==> src/rtl/mem_access_unit.sv <==
// rtl/mem_access_unit.sv - load/store unit: one outstanding data-cache access per request (option MEM_MISALIGN_TRAP_EN)
module mem_access_unit (
    input  logic        clk,
    input  logic        rst_n,
    input  logic        req_valid,
    output logic        req_ready,
    input  logic [31:0] req_addr,
    input  logic        req_store,
    input  logic [1:0]  req_size,
    input  logic [31:0] req_wdata,
    input  logic [2:0]  req_load_type,
    output logic        cache_req,
    output logic [31:0] cache_addr,
    output logic [3:0]  cache_we,
    output logic [31:0] cache_wdata,
    input  logic        cache_ack,
    input  logic [31:0] cache_rdata,
    output logic        wb_valid,
    output logic [31:0] wb_data,
    output logic [1:0]  wb_addr,
    output logic [2:0]  wb_load_type,
    output logic        stall,
    output logic        misalign
);

    localparam logic [2:0] NOREGWRITE = 3'b000;

    typedef enum logic {IDLE, WAIT} state_t;

    state_t      state, state_next;
    logic        handshake;
    logic        bad_align;
    logic        accept;
    logic [1:0]  eff_off;
    logic [3:0]  we_next;
    logic [31:0] wdata_next;
    logic        store_q;
    logic [1:0]  off_q;
    logic [2:0]  type_q;

    assign handshake = req_valid & req_ready;
    assign accept    = handshake & ~bad_align;

`ifdef MEM_MISALIGN_TRAP_EN
    always_comb begin
        bad_align = 1'b0;
        eff_off   = req_addr[1:0];
        if (req_size == 2'b01)
            bad_align = req_addr[0];
        else if (req_size[1])
            bad_align = |req_addr[1:0];
    end
`else
    // Misaligned halves/words are silently aligned down instead of trapping.
    always_comb begin
        bad_align = 1'b0;
        eff_off   = req_addr[1:0];
        if (req_size == 2'b01)
            eff_off = {req_addr[1], 1'b0};
        else if (req_size[1])
            eff_off = 2'b00;
    end
`endif

    always_comb begin
        we_next    = 4'b1111;
        wdata_next = req_wdata;
        case (req_size)
            2'b00: begin
                we_next    = 4'b0001 << eff_off;
                wdata_next = {4{req_wdata[7:0]}};
            end
            2'b01: begin
                we_next    = 4'b0011 << {eff_off[1], 1'b0};
                wdata_next = {2{req_wdata[15:0]}};
            end
            default: ;
        endcase
        if (!req_store)
            we_next = 4'b0000;
    end

    always_comb begin
        state_next = state;
        case (state)
            IDLE:    if (accept)    state_next = WAIT;
            WAIT:    if (cache_ack) state_next = IDLE;
            default:                state_next = IDLE;
        endcase
    end

    always_ff @(posedge clk or negedge rst_n) begin
        if (!rst_n)
            state <= IDLE;
        else
            state <= state_next;
    end

    assign req_ready = (state == IDLE);
    assign cache_req = (state == WAIT);
    assign stall     = (state == WAIT);

    always_ff @(posedge clk or negedge rst_n) begin
        if (!rst_n) begin
            cache_addr  <= 32'd0;
            cache_we    <= 4'd0;
            cache_wdata <= 32'd0;
            store_q     <= 1'b0;
            off_q       <= 2'd0;
            type_q      <= NOREGWRITE;
        end else if (accept) begin
            cache_addr  <= {req_addr[31:2], 2'b00};
            cache_we    <= we_next;
            cache_wdata <= wdata_next;
            store_q     <= req_store;
            off_q       <= req_addr[1:0];
            type_q      <= req_store ? NOREGWRITE : req_load_type;
        end
    end

    // Result fields only move on a completion so the extend stage sees them stable.
    always_ff @(posedge clk or negedge rst_n) begin
        if (!rst_n) begin
            wb_valid     <= 1'b0;
            wb_data      <= 32'd0;
            wb_addr      <= 2'd0;
            wb_load_type <= NOREGWRITE;
            misalign     <= 1'b0;
        end else begin
            wb_valid <= 1'b0;
            misalign <= handshake & bad_align;
            if (state == WAIT && cache_ack) begin
                wb_valid     <= 1'b1;
                wb_data      <= store_q ? 32'd0 : cache_rdata;
                wb_addr      <= off_q;
                wb_load_type <= type_q;
            end
        end
    end

endmodule

==> config.mk <==
export PLATFORM = sky130hd
export DESIGN_NAME = mem_access_unit
export DESIGN_NICKNAME = d
export VERILOG_FILES = /design/src/rtl/mem_access_unit.sv
export SDC_FILE = /design/constraint.sdc
export NUM_CORES = 1
export LEC_CHECK = 0
export ABC_AREA = 1
export BUFFER_PORTS_ARGS = -buffer_cell sky130_fd_sc_hd__buf_2
export CAP_MARGIN = 20
export CORE_MARGIN = 4
export CORE_UTILIZATION = 40
export CTS_CLUSTER_DIAMETER = 40
export DETAILED_ROUTE_END_ITERATION = 10
export PLACE_DENSITY = 0.76
export SYNTH_ARGS = -nofsm -noshare
export SYNTH_HDL_FRONTEND = slang
export SYNTH_SLANG_ARGS = --single-unit
export TNS_END_PERCENT = 1
==> constraint.sdc <==
create_clock -name clk -period 1.1 [get_ports clk]
set_input_delay 0.22 -clock clk [delete_from_list [all_inputs] [get_ports clk]]
set_output_delay 0.22 -clock clk [all_outputs]
set_load 0.05 [all_outputs]
Yosys cells after proc, flatten, opt, wreduce, memory -nomap -nowiden. Index checks and enable logic that the tools add are counted.

Flip-flop bits (word level): 111. Latch bits: 0. Bits in writable memories: 0. ROM bits: 0. Input bits: 106. Output and inout port bits: 110. Logic and storage cells: 29. Memories kept: 0.

$add $sub $neg: 0. $mul: 0. Div/mod/pow operators: 0. Magnitude comparators: 0. Eq/ne operators: 1. Shift-type cells: 2. Mux-type cells: 11. Bitwise gates (word level): 2. Reduce and logical (&&, ||, !) cells: 2.

Operators by type and width (count): one-hot mux 32 bit (2 select lines) (1); 2-to-1 mux 32 bit (1); one-hot mux 4 bit (2 select lines) (1); 2-to-1 mux 2 bit (2); 2-to-1 mux 4 bit (1); left shift 1 x 2 -> 4 bit, first input constant (1); left shift 2 x 2 -> 4 bit, first input constant (1); 2-to-1 mux 1 bit (3); 2-to-1 mux 3 bit (1); equality test 2 x 1 -> 1 bit, second input constant (1); zero test 2 bit (1); one-hot mux 1 bit (2 select lines) (1); AND 1 bit (1); logical AND 1 bit (1); inverter 1 bit (1).

Longest topological paths before layout.
Word-level depth: 5. Gate-level depth with buffers: 7.

Least setup slack after synthesis. No wires, ideal clock.

Path type: register to register. From: register state (netlist: cache_req). To: register cache_we[2]. Setup time: 118 ps. Arrival time: 1409 ps. Required time: 982 ps. Slack: -427 ps. Stages on the path, launching flop included: 6. Buffers on the path: 0. Period minus slack after synthesis: 1527 ps. Cells stage by stage: dfrtp_1 -> inv_1 -> nand3_1 -> nor2_1 -> nand2_1 -> nand2_1.

Longest elaborated chain between the ends: 2.

Ends and longest elaborated chain: from (decl) (RTL line 30) `state_t state, state_next;`; from (signal assigned) (RTL line 96) `state <= state_next;`; inverter 1 bit; named net req_ready (RTL line 6) `output logic req_ready,`; AND 1 bit (RTL line 41) `assign handshake = req_valid & req_ready;`; to (signal assigned) (RTL line 113) `cache_we <= we_next;`; to (decl) (RTL line 14) `output logic [3:0] cache_we,`.

The timed path passes the listed nets, and every way through them passes these cells. A chain may end at the register's enable or synchronous reset.

Worst setup path in the final report.
From: register state (netlist: cache_req). To: register cache_wdata[31].

Longest elaborated chain between the ends: 2.

Ends and longest elaborated chain: inverter 1 bit; AND 1 bit (RTL line 41); to (signal assigned) (RTL line 114) `cache_wdata <= wdata_next;`; to (decl) (RTL line 15) `output logic [31:0] cache_wdata,`.

No other way between the ends.

==> metrics <==
outcome=complete, but fails checks; failing checks=negative setup slack; Cell variety after synth=17; Reg2Reg Depth=8; leak pwr=between 3 and 4 nW; global-route wire length before repair=~21 mm; post-synthesis compound-gate area fraction=around 6.6%; Setup WS pre-CTS=-111.6 ps; GPL Wtd Cong=between 0.8 and 0.9; commonest non-fill, non-tap cell in the layout=nand2_1; XOR/XNOR Fraction of Synth Area=0%; io pins=roughly 220; Tot GR Track Use=roughly a fifth; core box area=around 11,000 sq um; Antenna Violating Nets Remaining=0; worst-case clock buffer depth=2; via/cell ratio=approximately 4.8; CP most frequent cell=buf_6; Mapped Area=4601 sq um; cell count after synthesis=550; critical path depth=8; Slowest cell on crit path=dfrtp_2; Mean Syn Cell Area=between 8 and 9 sq um; CP delay by family, top=buffers and inverters; Die Ht=115.2 um; Final HPWL DP=between 9 and 10 mm; Arrival @ worst endpoint=1670 ps; crit-path max cell delay=430 ps; Die Area=~13,000 sq um; top-area cell type share of the netlist area=between 60% and 70%; CTS buffer count=9; Tightest Hold Check Type=primary input to flip-flop; final worst slack=-305.5 ps; clock latency on the worst-skew pair=around 330 ps; Final Cycle Share=127.8%; Worst setup EP type=flip-flop; Clk pin slew, worst setup/hold paths=roughly 80 ps; Bufs and invs on worst path=5; DR vias=~4,500; cell taking the most area after synthesis=dfrtp_1; Setup Skew=9.391 ps; Post-Synth Simple-Gate Area=roughly 28%; max-slew violation count=0; total grt overflow=0; Max FO, Critical Path=8; WL/cell=15.06 um; number of global-route vias before repair=4,410; initial core utilization=approximately two fifths; total iterations of the first detailed-routing run=5; PD cells=about 2300 nW/um^2; CTS Sinks=between 100 and 150; Clock H-tree levels=3; CTS tree=built; YS warnings=0; Startpoint Class=flip-flop; unrepaired setup endpoints after global routing=yes; critical path type=flip-flop to flip-flop; drt drc=0; nets@finish=between 800 and 900; commonest non-fill, non-tap cells in the layout=264 x nand2_1, 112 x buf_6, 110 x dfrtp_1; fmax=711.5 MHz; Final Hold Fails=0; Synth area leaders=dfrtp_1 60%, nand2_1 23%, o21ai_1 3.9%; fraction of layout cells with a size suffix above 1=a little under two fifths; Hold Slack=between 70 and 80 ps; adder-cell share of the synthesized area=0%; largest family of logic cells by synthesized area=simple AND/OR/NAND/NOR gates; Crit path required time=between 1000 and 1500 ps; Period minus WS final=1406 ps; clk root buf=clkbuf_16; setup TNS=-21,140 ps; row cnt=38; VDD IR-drop max=between 0.001 and 0.0015 V; Max Cap Viol=0; Iteration-0 DRC Markers=345; die width=115.2 um; Hold Path Cell Cnt=3; CP cell instances=buf_6 -> nor2_4 -> buf_6 -> buf_6 -> buf_12 -> buf_12 -> nor2_1 -> nor2_1; Pwr Total=~0.017 W; largest net degree at the start of global routing=55; diodes inserted=0; Routed WL=between 10 and 15 mm; initial antenna violation count=0; Seq/Total Area, Yosys=between 60 and 70%; number of port buffers=~210; Layout area overhead=58.72%; final setup fails=between 200 and 250; flops & latches, synth=roughly 110; mux share of post-synthesis cell area=0%
==> final cells by class <==
cell class | count | area, sq um
clock buffer | 9 | 225.2
clock inverter | 7 | 88.84
fill | 852 | 3729
inverter | 15 | 67.56
multi-input combinational | 393 | 1657
sequential | 111 | 2779
tap | 140 | 175.2
timing repair buffer | 253 | 2310
==> tightest hold or removal path, delay by kind of cell <==
family                 cells  cell delay (ps)
AND/OR/NAND/NOR            2               90
buffers and inverters      1               80
==> path summary, 6_finish.rpt <==
check / startpoint / end / slack, ps
min reg2reg: off_q[0] / wb_addr[0] / 490
max: cache_req / cache_wdata[31] / -310
max in group asynchronous: rst_n / wb_data[4] / 280
min: req_addr[7] / cache_addr[7] / 80
max reg2reg: cache_req / cache_wdata[31] / -310
min in group asynchronous: rst_n / cache_addr[15] / 290
==> layer usage <==
| layer | vias to the layer above | GRT usage (%) | part of all wire [%] |
|---|---|---|---|
| li1 | 2165 | - | - |
| met1 | 2077 | 25.08 | 39 |
| met2 | 219 | 34.22 | 49 |
| met3 | 26 | 5.211 | 9.4 |
| met4 | 0 | 6.729 | 2.4 |
| met5 | - | 0 | 0 |
==> cell families after synthesis <==
logic type	Yosys count
AOI/OAI and AO/OA	61
buffers and inverters	48
and+or+nand+nor	329
DFF	111
other	1
==> sequential cells by signal (all words and copies together) (netlist names) <==
register / count
cache_wdata: 32
wb_data: 32
cache_addr: 30
cache_we: 4
type_q: 3
wb_load_type: 3
off_q: 2
wb_addr: 2
cache_req: 1
store_q: 1
wb_valid: 1
==> cell usage after synthesis <==
cell type	instances
nand3_1	13
nor2_1	36
a21oi_1	1
o21ai_1	36
buf_2	19
o21ai_0	24
conb_1	1
buf_4	9
nor2_4	2
buf_1	1
buf_6	1
clkbuf_1	3
dfrtp_1	111
inv_1	13
inv_2	2
nand2_1	277
nand2_2	1
==> stage by stage <==
step / area, sq um / util [%] / cells
floorplan: 4618 / - / 552
global placement: 6001 / 54.40 / 895
detailed placement: 6001 / 54.40 / 895
CTS: 7114 / 64.50 / 920
global route: 7302 / 66.20 / 928
finish: 7302 / 66.20 / 928
==> timing repair <==
item / in CTS / in global routing
endpoints found under the setup margin: 202 / 217
resized for setup: 222 / 40
endpoints found under the hold margin: 59 / 0
pin swaps: 5 / 13
hold buffers: 1 / 0
buffers inserted: 6 / 5
gates cloned: 2 / 4
==> where the power goes <==
group | internal [W] | total (W) | switching [W] | leakage, nW
logic | 0.00280 | 0.00788 | 0.00508 | 2.36
clock network | 0.00182 | 0.00335 | 0.00153 | 0.155
registers | 0.00505 | 0.00579 | 0.000735 | 1.38
No activity file was read; power rests on OpenSTA's default activity.
